===== config.mk =====
export PLATFORM = sky130hd
export DESIGN_NAME = bist_datapath_flat
export DESIGN_NICKNAME = d
export VERILOG_FILES = /design/src/rtl/bist_datapath_if.sv /design/src/rtl/bist_datapath.sv /design/src/flat_wrapper.sv
export SDC_FILE = /design/constraint.sdc
export NUM_CORES = 1
export LEC_CHECK = 0
export CORE_ASPECT_RATIO = 0.6
export CORE_MARGIN = 5
export CORE_UTILIZATION = 35
export CTS_CLUSTER_DIAMETER = 120
export CTS_CLUSTER_SIZE = 24
export DETAILED_ROUTE_END_ITERATION = 8
export PLACE_DENSITY = 0.65
export SLEW_MARGIN = 40
export SYNTH_ARGS = -nofsm -noshare
export SYNTH_HDL_FRONTEND = slang
export SYNTH_SLANG_ARGS = --single-unit

===== constraint.sdc =====
create_clock -name clk -period 2 [get_ports clk]
set_clock_uncertainty 0.1 [all_clocks]
set_input_delay 0.4 -clock clk [delete_from_list [all_inputs] [get_ports clk]]
set_output_delay 0.4 -clock clk [all_outputs]
set_load 0.1 [all_outputs]

===== src/rtl/bist_datapath_if.sv =====
// Controller/memory bus seen by the BIST datapath stage.
// The controller and the memory model drive through master; the datapath attaches as slave.
interface bist_datapath_if #(
    parameter int ADDR_W = 4,
    parameter int DATA_W = 8
);
    logic              enable;
    logic              up_down;
    logic              rst_adr;
    logic              pr_res_adr;
    logic              wr_en;
    logic              read_en;
    logic              data_bit;
    logic              clr_err;
    logic [DATA_W-1:0] mem_rdata;
    logic [ADDR_W-1:0] mem_addr;
    logic [DATA_W-1:0] mem_wdata;
    logic              mem_we;
    logic              mem_re;
    logic              c_out;
    logic              error;
    logic [ADDR_W-1:0] fail_addr;
    logic [7:0]        fail_cnt;
    logic              busy;

    modport master (
        output enable, up_down, rst_adr, pr_res_adr, wr_en, read_en, data_bit, clr_err, mem_rdata,
        input  mem_addr, mem_wdata, mem_we, mem_re, c_out, error, fail_addr, fail_cnt, busy
    );

    modport slave (
        input  enable, up_down, rst_adr, pr_res_adr, wr_en, read_en, data_bit, clr_err, mem_rdata,
        output mem_addr, mem_wdata, mem_we, mem_re, c_out, error, fail_addr, fail_cnt, busy
    );
endinterface


===== src/rtl/bist_datapath.sv =====
// Memory-BIST datapath: address counter, write-data generation, read-latency-matched
// compare pipeline and first-fail capture.
module bist_datapath #(
    parameter int ADDR_W = 4,
    parameter int DATA_W = 8,
    parameter int RD_LAT = 1
) (
    input  logic            clk,
    input  logic            rst,
    bist_datapath_if.slave  bus
);
    logic [ADDR_W-1:0] addr_q, addr_d;
    logic [RD_LAT-1:0] vld_q, vld_d;
    logic [RD_LAT-1:0] exp_q, exp_d;
    logic [ADDR_W-1:0] adr_q [RD_LAT];
    logic [ADDR_W-1:0] adr_d [RD_LAT];
    logic              error_q, error_d;
    logic [ADDR_W-1:0] fail_addr_q, fail_addr_d;
    logic [7:0]        fail_cnt_q, fail_cnt_d;
    logic              mismatch;

    always_comb begin
        addr_d = addr_q;
        if (bus.rst_adr) begin
            addr_d = '0;
        end else if (bus.pr_res_adr) begin
            addr_d = '1;
        end else if (bus.enable) begin
            addr_d = bus.up_down ? addr_q + ADDR_W'(1) : addr_q - ADDR_W'(1);
        end
    end

    // Stage 0 captures every edge; entries keep moving even when enable drops.
    always_comb begin
        vld_d[0] = bus.mem_re;
        exp_d[0] = bus.data_bit;
        adr_d[0] = addr_q;
        for (int i = 1; i < RD_LAT; i++) begin
            vld_d[i] = vld_q[i-1];
            exp_d[i] = exp_q[i-1];
            adr_d[i] = adr_q[i-1];
        end
    end

    assign mismatch = vld_q[RD_LAT-1] &&
                      (bus.mem_rdata != {DATA_W{exp_q[RD_LAT-1]}});

    // A clear at the same edge as a mismatch wins; that mismatch is dropped.
    always_comb begin
        error_d     = error_q;
        fail_addr_d = fail_addr_q;
        fail_cnt_d  = fail_cnt_q;
        if (bus.clr_err) begin
            error_d     = 1'b0;
            fail_addr_d = '0;
            fail_cnt_d  = '0;
        end else if (mismatch) begin
            error_d = 1'b1;
            if (!error_q) begin
                fail_addr_d = adr_q[RD_LAT-1];
            end
            if (fail_cnt_q != 8'hFF) begin
                fail_cnt_d = fail_cnt_q + 8'd1;
            end
        end
    end

    always_ff @(posedge clk) begin
        if (rst) begin
            addr_q      <= '0;
            vld_q       <= '0;
            exp_q       <= '0;
            error_q     <= 1'b0;
            fail_addr_q <= '0;
            fail_cnt_q  <= '0;
            for (int i = 0; i < RD_LAT; i++) begin
                adr_q[i] <= '0;
            end
        end else begin
            addr_q      <= addr_d;
            vld_q       <= vld_d;
            exp_q       <= exp_d;
            error_q     <= error_d;
            fail_addr_q <= fail_addr_d;
            fail_cnt_q  <= fail_cnt_d;
            for (int i = 0; i < RD_LAT; i++) begin
                adr_q[i] <= adr_d[i];
            end
        end
    end

    assign bus.mem_addr  = addr_q;
    assign bus.mem_wdata = {DATA_W{bus.data_bit}};
    assign bus.mem_we    = bus.wr_en & bus.enable;
    assign bus.mem_re    = bus.read_en & bus.enable;
    assign bus.c_out     = bus.enable & ((bus.up_down & (&addr_q)) |
                                         (!bus.up_down & (addr_q == '0)));
    assign bus.error     = error_q;
    assign bus.fail_addr = fail_addr_q;
    assign bus.fail_cnt  = fail_cnt_q;
    assign bus.busy      = |vld_q;
endmodule


===== src/flat_wrapper.sv =====
// flat-port wrapper written by rule: the top's interface ports become plain ports
module bist_datapath_flat 
#(
    parameter int ADDR_W = 4,
    parameter int DATA_W = 8,
    parameter int RD_LAT = 1
)
  (clk, rst, bus_enable, bus_up_down, bus_rst_adr, bus_pr_res_adr, bus_wr_en, bus_read_en, bus_data_bit, bus_clr_err, bus_mem_rdata, bus_mem_addr, bus_mem_wdata, bus_mem_we, bus_mem_re, bus_c_out, bus_error, bus_fail_addr, bus_fail_cnt, bus_busy);
  bist_datapath_if #(.ADDR_W(ADDR_W), .DATA_W(DATA_W)) bus_i ();
  input  logic clk;
  input  logic rst;
  input wire logic [$bits(bus_i.enable)-1:0] bus_enable;
  input wire logic [$bits(bus_i.up_down)-1:0] bus_up_down;
  input wire logic [$bits(bus_i.rst_adr)-1:0] bus_rst_adr;
  input wire logic [$bits(bus_i.pr_res_adr)-1:0] bus_pr_res_adr;
  input wire logic [$bits(bus_i.wr_en)-1:0] bus_wr_en;
  input wire logic [$bits(bus_i.read_en)-1:0] bus_read_en;
  input wire logic [$bits(bus_i.data_bit)-1:0] bus_data_bit;
  input wire logic [$bits(bus_i.clr_err)-1:0] bus_clr_err;
  input wire logic [$bits(bus_i.mem_rdata)-1:0] bus_mem_rdata;
  output wire logic [$bits(bus_i.mem_addr)-1:0] bus_mem_addr;
  output wire logic [$bits(bus_i.mem_wdata)-1:0] bus_mem_wdata;
  output wire logic [$bits(bus_i.mem_we)-1:0] bus_mem_we;
  output wire logic [$bits(bus_i.mem_re)-1:0] bus_mem_re;
  output wire logic [$bits(bus_i.c_out)-1:0] bus_c_out;
  output wire logic [$bits(bus_i.error)-1:0] bus_error;
  output wire logic [$bits(bus_i.fail_addr)-1:0] bus_fail_addr;
  output wire logic [$bits(bus_i.fail_cnt)-1:0] bus_fail_cnt;
  output wire logic [$bits(bus_i.busy)-1:0] bus_busy;
  assign bus_i.enable = bus_enable;
  assign bus_i.up_down = bus_up_down;
  assign bus_i.rst_adr = bus_rst_adr;
  assign bus_i.pr_res_adr = bus_pr_res_adr;
  assign bus_i.wr_en = bus_wr_en;
  assign bus_i.read_en = bus_read_en;
  assign bus_i.data_bit = bus_data_bit;
  assign bus_i.clr_err = bus_clr_err;
  assign bus_i.mem_rdata = bus_mem_rdata;
  assign bus_mem_addr = bus_i.mem_addr;
  assign bus_mem_wdata = bus_i.mem_wdata;
  assign bus_mem_we = bus_i.mem_we;
  assign bus_mem_re = bus_i.mem_re;
  assign bus_c_out = bus_i.c_out;
  assign bus_error = bus_i.error;
  assign bus_fail_addr = bus_i.fail_addr;
  assign bus_fail_cnt = bus_i.fail_cnt;
  assign bus_busy = bus_i.busy;
  bist_datapath #(.ADDR_W(ADDR_W), .DATA_W(DATA_W), .RD_LAT(RD_LAT)) u_core (.clk(clk), .rst(rst), .bus(bus_i));
endmodule

==> results.py, run 1 <==
metrics = {
    "status": {
        "status": "completed",
    },
    "placement": {
        "dpl.hpwl_um": 2696,
        "numPortBuffers": 46,
        "preCtsSetupSlack_ns": -0.1741,
        "dpl_cell_area_um2": 2072,
        "place.gp.congestion": 0.8170,
        "dp_cells": 233,
    },
    "worst_setup_path": {
        "startpoint": "bus_up_down",
        "end_kind": "primary output",
        "worstSetupPathType": "input port to primary output",
        "arrival_ns": 1.48,
        "r2r_slack_ns": 0.24,
        "cp_data_required_time_ns": 1.50,
        "reg2reg_depth": 6,
        "crit-reg2reg-launch": "u_core.bus.fail_cnt[0]$_SDFFE_PP0P_",
        "path_max_fanout": 4,
        "start_kind": "input port",
        "worst_r2r_endpoint": "u_core.bus.fail_cnt[5]$_SDFFE_PP0P_",
        "crit_path_end": "bus_c_out",
    },
    "routing": {
        "antenna_left": 0,
        "post_drt_wl_per_cell_um": 14.18,
        "first_pass_iters": 4,
        "drc_errors": 0,
        "drtIter0Drc": 66,
        "wirelength_um": 3376,
        "num_vias": 1253,
        "avgViaCountPerCell": 5.265,
    },
    "synthesis": {
        "synth_top_area_share_pct": 36.01,
        "synthesis.area_um2": 1279,
        "synth.area.top_cells": "dfxtp_1 (36%), mux2i_1 (4.7%), buf_4 (4.7%)",
        "synth.most_common_cell": "dfxtp_1",
        "syn-num-nets": 163,
        "synth.distinct_cells": 39,
        "ys_seq_area_share_pct": 36.01,
        "async_reset_ff_share_pct": 0,
        "ys.flop_type": "dfxtp_1",
        "synth_top_area_cell": "dfxtp_1",
        "syn_avg_cell_area_um2": 9.069,
        "yosysWarnings": 0,
        "synth_commonest_cells": "dfxtp_1 (23), nand2_1 (14), buf_4 (8), nand3_1 (7)",
        "synth-seq-cells": 23,
        "syn-instance-count": 141,
        "synth_edf_count": 0,
    },
    "hold_path": {
        "hold_path.class": "register to register",
        "holdPathStages": 2,
    },
    "layout": {
        "fin_nets": 214,
        "final_area_um2": 2141,
        "drive_gt1_share_pct": 34.03,
        "multi_input_area_um2": 732.0,
        "n_antenna_cell": 0,
        "fillers": 300,
        "area_growth_pct": 67.42,
        "stdcell_count": 238,
        "seq_area_um2": 478.0,
    },
    "power": {
        "p_per_area_nw_per_um2": 532.3,
        "p_leak_nw": 0.8417,
        "ir_drop_mv": 0.3360,
    },
    "run": {
        "cap_violations": 0,
    },
    "sta": {
        "rsz0062_at_grt": "true",
        "setup_viol": 0,
        "slew_headroom_pct": 67.78,
        "final_max_slew_viol_count": 0,
        "setup_slack_ns": 0.02093,
        "fin_crit_ns": 1.979,
        "hold_viol": 0,
        "fin_crit_sh_pct": 98.95,
        "fmax_mhz": 505.3,
        "tns_ns": 0,
        "worstMarginPinSlew_ns": 0.4815,
    },
    "floorplan": {
        "die_h_um": 56.82,
        "die_w_um": 88.04,
        "core_area_um2": 3595,
        "io_pins": 47,
        "die_area_um2": 5002,
        "initial_core_util_pct": 35.57,
        "rows": 17,
    },
    "clocking": {
        "clk_pin_slew_worst_paths_ns": 0.08,
        "clockBufferDepth": 2,
        "cts_buffers": 3,
        "root_buffer": "clkbuf_8",
        "cts.sinks": 23,
        "cts_tree": "done",
        "clk_latency_ns": 0.27,
        "htreeDepth": 1,
    },
    "grt": {
        "gr-total-overflow": 0,
        "grt_max_degree": 18,
        "grt_usage_pct": 13.37,
        "antenna_found_initial": 0,
        "grt_pass1_vias": 1096,
        "grt_pass1_wl_um": 5354,
    },
}
## worst min path at each step
stage	from	endpoint	slack (ns)
2_1_floorplan	u_core.adr_q[0][0]$_SDFF_PP0_	u_core.bus.fail_addr[0]$_SDFFE_PP0P_	0.32
3_3_place_gp	u_core.adr_q[0][2]$_SDFF_PP0_	u_core.bus.fail_addr[2]$_SDFFE_PP0P_	0.33
3_5_place_dp	u_core.adr_q[0][0]$_SDFF_PP0_	u_core.bus.fail_addr[0]$_SDFFE_PP0P_	0.34
4_1_cts	u_core.adr_q[0][0]$_SDFF_PP0_	u_core.bus.fail_addr[0]$_SDFFE_PP0P_	0.36
5_1_grt	u_core.adr_q[0][2]$_SDFF_PP0_	u_core.bus.fail_addr[2]$_SDFFE_PP0P_	0.39
6_report	u_core.adr_q[0][2]$_SDFF_PP0_	u_core.bus.fail_addr[2]$_SDFFE_PP0P_	0.35
## placed cells by master, fill, tap and decap left out, drive strengths merged, types with 5 or more instances in the layout
cell type      count
buf               43
clkdlybuf4s50     17
dfxtp             23
mux2i              6
nand2             15
nand3              7
nand4              5
nor2               6
nor2b              6
nor3               5
nor4               5
o311ai             5
or3                6
## layer usage
metal,GRT usage (%),share of wire (%)
met3,4.106,8.6
met5,0,0
met4,3.879,1.1
met1,18.42,45
met2,19.96,45
## cell type report
cell class	count	share of cell area (%)
repair buffers	60	38.22
clock inverters	1	0.2338
flip-flops and latches	23	22.33
inverters	2	0.3507
well taps	47	2.747
multi-input cells	102	34.19
clock buffers	3	1.929
## critical path, cell delays in order
cell	delay [ns]
clkdlybuf4s50_1	0.49
buf_4	0.14
nand3_2	0.09
a21boi_4	0.17
buf_12	0.19
## power by group
group	switching [W]	internal (W)	total, W
logic	0.000213	0.000153	0.000366
registers	0.0000194	0.000469	0.000488
clock network	0.000147	0.000139	0.000286
## state kept, by name, indices dropped and copies added, names as in the netlist
register,count
u_core.adr_q,4
u_core.bus.busy,1
u_core.bus.error,1
u_core.bus.fail_addr,4
u_core.bus.fail_cnt,8
u_core.bus.mem_addr,4
u_core.exp_q,1
## per-stage QoR
stage	total power (W)	util (%)	hold WS (ns)
finish	0.001140	59.55	0.3494
global route	0.001177	59.55	0.3854
CTS	0.001142	59.28	0.3571
detailed placement	0.0008591	57.64	0.3417
global placement	0.0008530	57.64	0.3339
floorplan	0.0007107	-	0.3223
## kinds of logic after synthesis
| kind of cell | share of synthesized area [%] |
|---|---|
| mux | 5.577 |
| xor+xnor | 1.370 |
| compound gates | 14.68 |
| fa+ha+maj | 4.501 |
| simple gates | 29.06 |
| buf+inv | 8.806 |
| flops | 36.01 |
## repair_timing
action | in CTS | in global routing
hold buffers | 0 | 0
resized for setup | 2 | 2
setup buffers | 1 | 0
endpoints found under the setup margin | 1 | 2
endpoints found under the hold margin | 0 | 0
cloned | 0 | 0
pin swaps | 1 | 0
No activity file was read; power rests on OpenSTA's default activity.
==> run 2: changes to the inputs <==
Clock period 2 ns to 2.15 ns, I/O delays scaled along.
==> run 2 against run 1 <==
Effect of this change: design area fell by 11%; register-to-register slack improved by 0.28 ns; setup slack improved by 0.056 ns; first-iteration DRC count shrank 24%; critical path depth up 1; die area is the same; combinational power is 13% lower; flip-flop and latch count stayed put.
==> results.py, run 2 (same netlist as run 1, synthesis figures left out) <==
metrics = {
    "status": {
        "status": "completed",
    },
    "layout": {
        "drive_gt1_share_pct": 29.19,
        "area_growth_pct": 49.41,
        "final_util_pct": 53.15,
        "largest_reg_flops": 8,
        "n_antenna_cell": 0,
        "layout.cells.most_common_list": "buf_4 (24), clkdlybuf4s50_1 (17), dfxtp_1 (17), nand2_1 (14), buf_12 (13)",
        "layout_commonest_cell": "buf_4",
        "fin_nets": 208,
    },
    "routing": {
        "drc_errors": 0,
        "post_drt_wl_per_cell_um": 13.80,
        "antenna_left": 0,
        "avgViaCountPerCell": 5.203,
        "drtIter0Drc": 50,
        "num_vias": 1207,
        "wirelength_um": 3201,
        "first_pass_iters": 4,
    },
    "sta": {
        "fmax_mhz": 482.4,
        "fin_crit_ns": 2.073,
        "worstMarginPinSlew_ns": 0.5140,
        "setup_viol": 0,
        "rsz0062_at_grt": "false",
        "hold_viol": 0,
        "tns_ns": 0,
        "final_max_slew_viol_count": 0,
        "slew_headroom_pct": 65.61,
        "fin_crit_sh_pct": 96.42,
    },
    "worst_setup_path": {
        "start_kind": "input port",
        "reg2reg_depth": 5,
        "worstSetupPathType": "input port to primary output",
        "r2r_slack_ns": 0.52,
        "cp_data_required_time_ns": 1.62,
        "end_kind": "primary output",
        "path_max_fanout": 4,
        "arrival_ns": 1.54,
    },
    "floorplan": {
        "core_area_um2": 3595,
        "rows": 17,
        "die_h_um": 56.82,
        "io_pins": 47,
        "initial_core_util_pct": 35.57,
        "die_area_um2": 5002,
        "die_w_um": 88.04,
    },
    "grt": {
        "grt_usage_pct": 12.41,
        "gr-total-overflow": 0,
        "grt_pass1_vias": 1099,
        "antenna_found_initial": 0,
        "grt_pass1_wl_um": 5030,
        "grt_max_degree": 17,
    },
    "clocking": {
        "htreeDepth": 1,
        "cts.sinks": 23,
        "clockBufferDepth": 2,
        "hold_buffers": 0,
        "cts_buffers": 3,
        "cts_tree": "done",
        "root_buffer": "clkbuf_8",
        "clk_pin_slew_worst_paths_ns": 0.07,
        "clk_latency_ns": 0.26,
    },
    "run": {
        "cap_violations": 0,
    },
    "power": {
        "ir_drop_mv": 0.2551,
        "p_per_area_nw_per_um2": 536.7,
        "p_leak_nw": 0.7713,
    },
    "hold_path": {
        "holdPathStages": 2,
        "hold_path.class": "register to register",
    },
    "placement": {
        "numPortBuffers": 46,
        "place.gp.congestion": 0.8274,
        "dpl.hpwl_um": 2539,
    },
}
run 2: final timing paths:
path                                                           from                                    to
worst max-delay path                                    bus_up_down                             bus_c_out
worst max register to register  u_core.bus.fail_cnt[0]$_SDFFE_PP0P_   u_core.bus.fail_cnt[5]$_SDFFE_PP0P_
worst min-delay path                  u_core.adr_q[0][2]$_SDFF_PP0_  u_core.bus.fail_addr[2]$_SDFFE_PP0P_
worst min register to register        u_core.adr_q[0][2]$_SDFF_PP0_  u_core.bus.fail_addr[2]$_SDFFE_PP0P_
run 2: worst max-delay path: stages:
cell	delay, ns
clkdlybuf4s50_1	0.45
inv_2	0.11
buf_4	0.11
nand2_1	0.08
a21boi_4	0.17
buf_12	0.19
run 2: timing repair:
action                                  4_1_cts  5_1_grt
resized for setup                             0        1
endpoints found under the hold margin         0        0
setup buffers                                 0        0
endpoints found under the setup margin        0        1
run 2: power breakdown:
| part | switching (W) | internal, W | total [W] |
|---|---|---|---|
| sequential | 0.0000136 | 0.000437 | 0.000450 |
| combinational | 0.000197 | 0.000120 | 0.000317 |
| clock | 0.000129 | 0.000129 | 0.000258 |
| total | 0.000339 | 0.000686 | 0.00103 |
run 2: final cells by class:
cell class	instances	area, um2
multi-input cells	102	716.9
inverters	2	7.507
clock inverters	1	5.005
well taps	47	58.81
repair buffers	54	610.6
flip-flops and latches	23	470.5
fillers	322	1684
clock buffers	3	41.29
run 2: metal layers:
metal | track usage [%] | vias to the layer above | part of all wire [%]
li1 | - | 602 | -
met1 | 16.52 | 562 | 45
met2 | 19.64 | 41 | 47
met3 | 3.959 | 2 | 7.9
met4 | 2.586 | 0 | 0.37
met5 | 0 | - | 0
run 2: per-stage QoR:
step	setup slack (ns)	instances	hold WS [ns]	instance area, um2	total power [W]
global placement	0.02459	228	0.3328	1864	0.0007725
CTS	0.02644	232	0.3644	1911	0.001041
global route	0.01011	232	0.3911	1911	0.001072
detailed placement	-0.03785	228	0.3438	1864	0.0007782
floorplan	-0.05202	141	0.3223	1300	0.0006622
finish	0.07705	232	0.3599	1911	0.001025
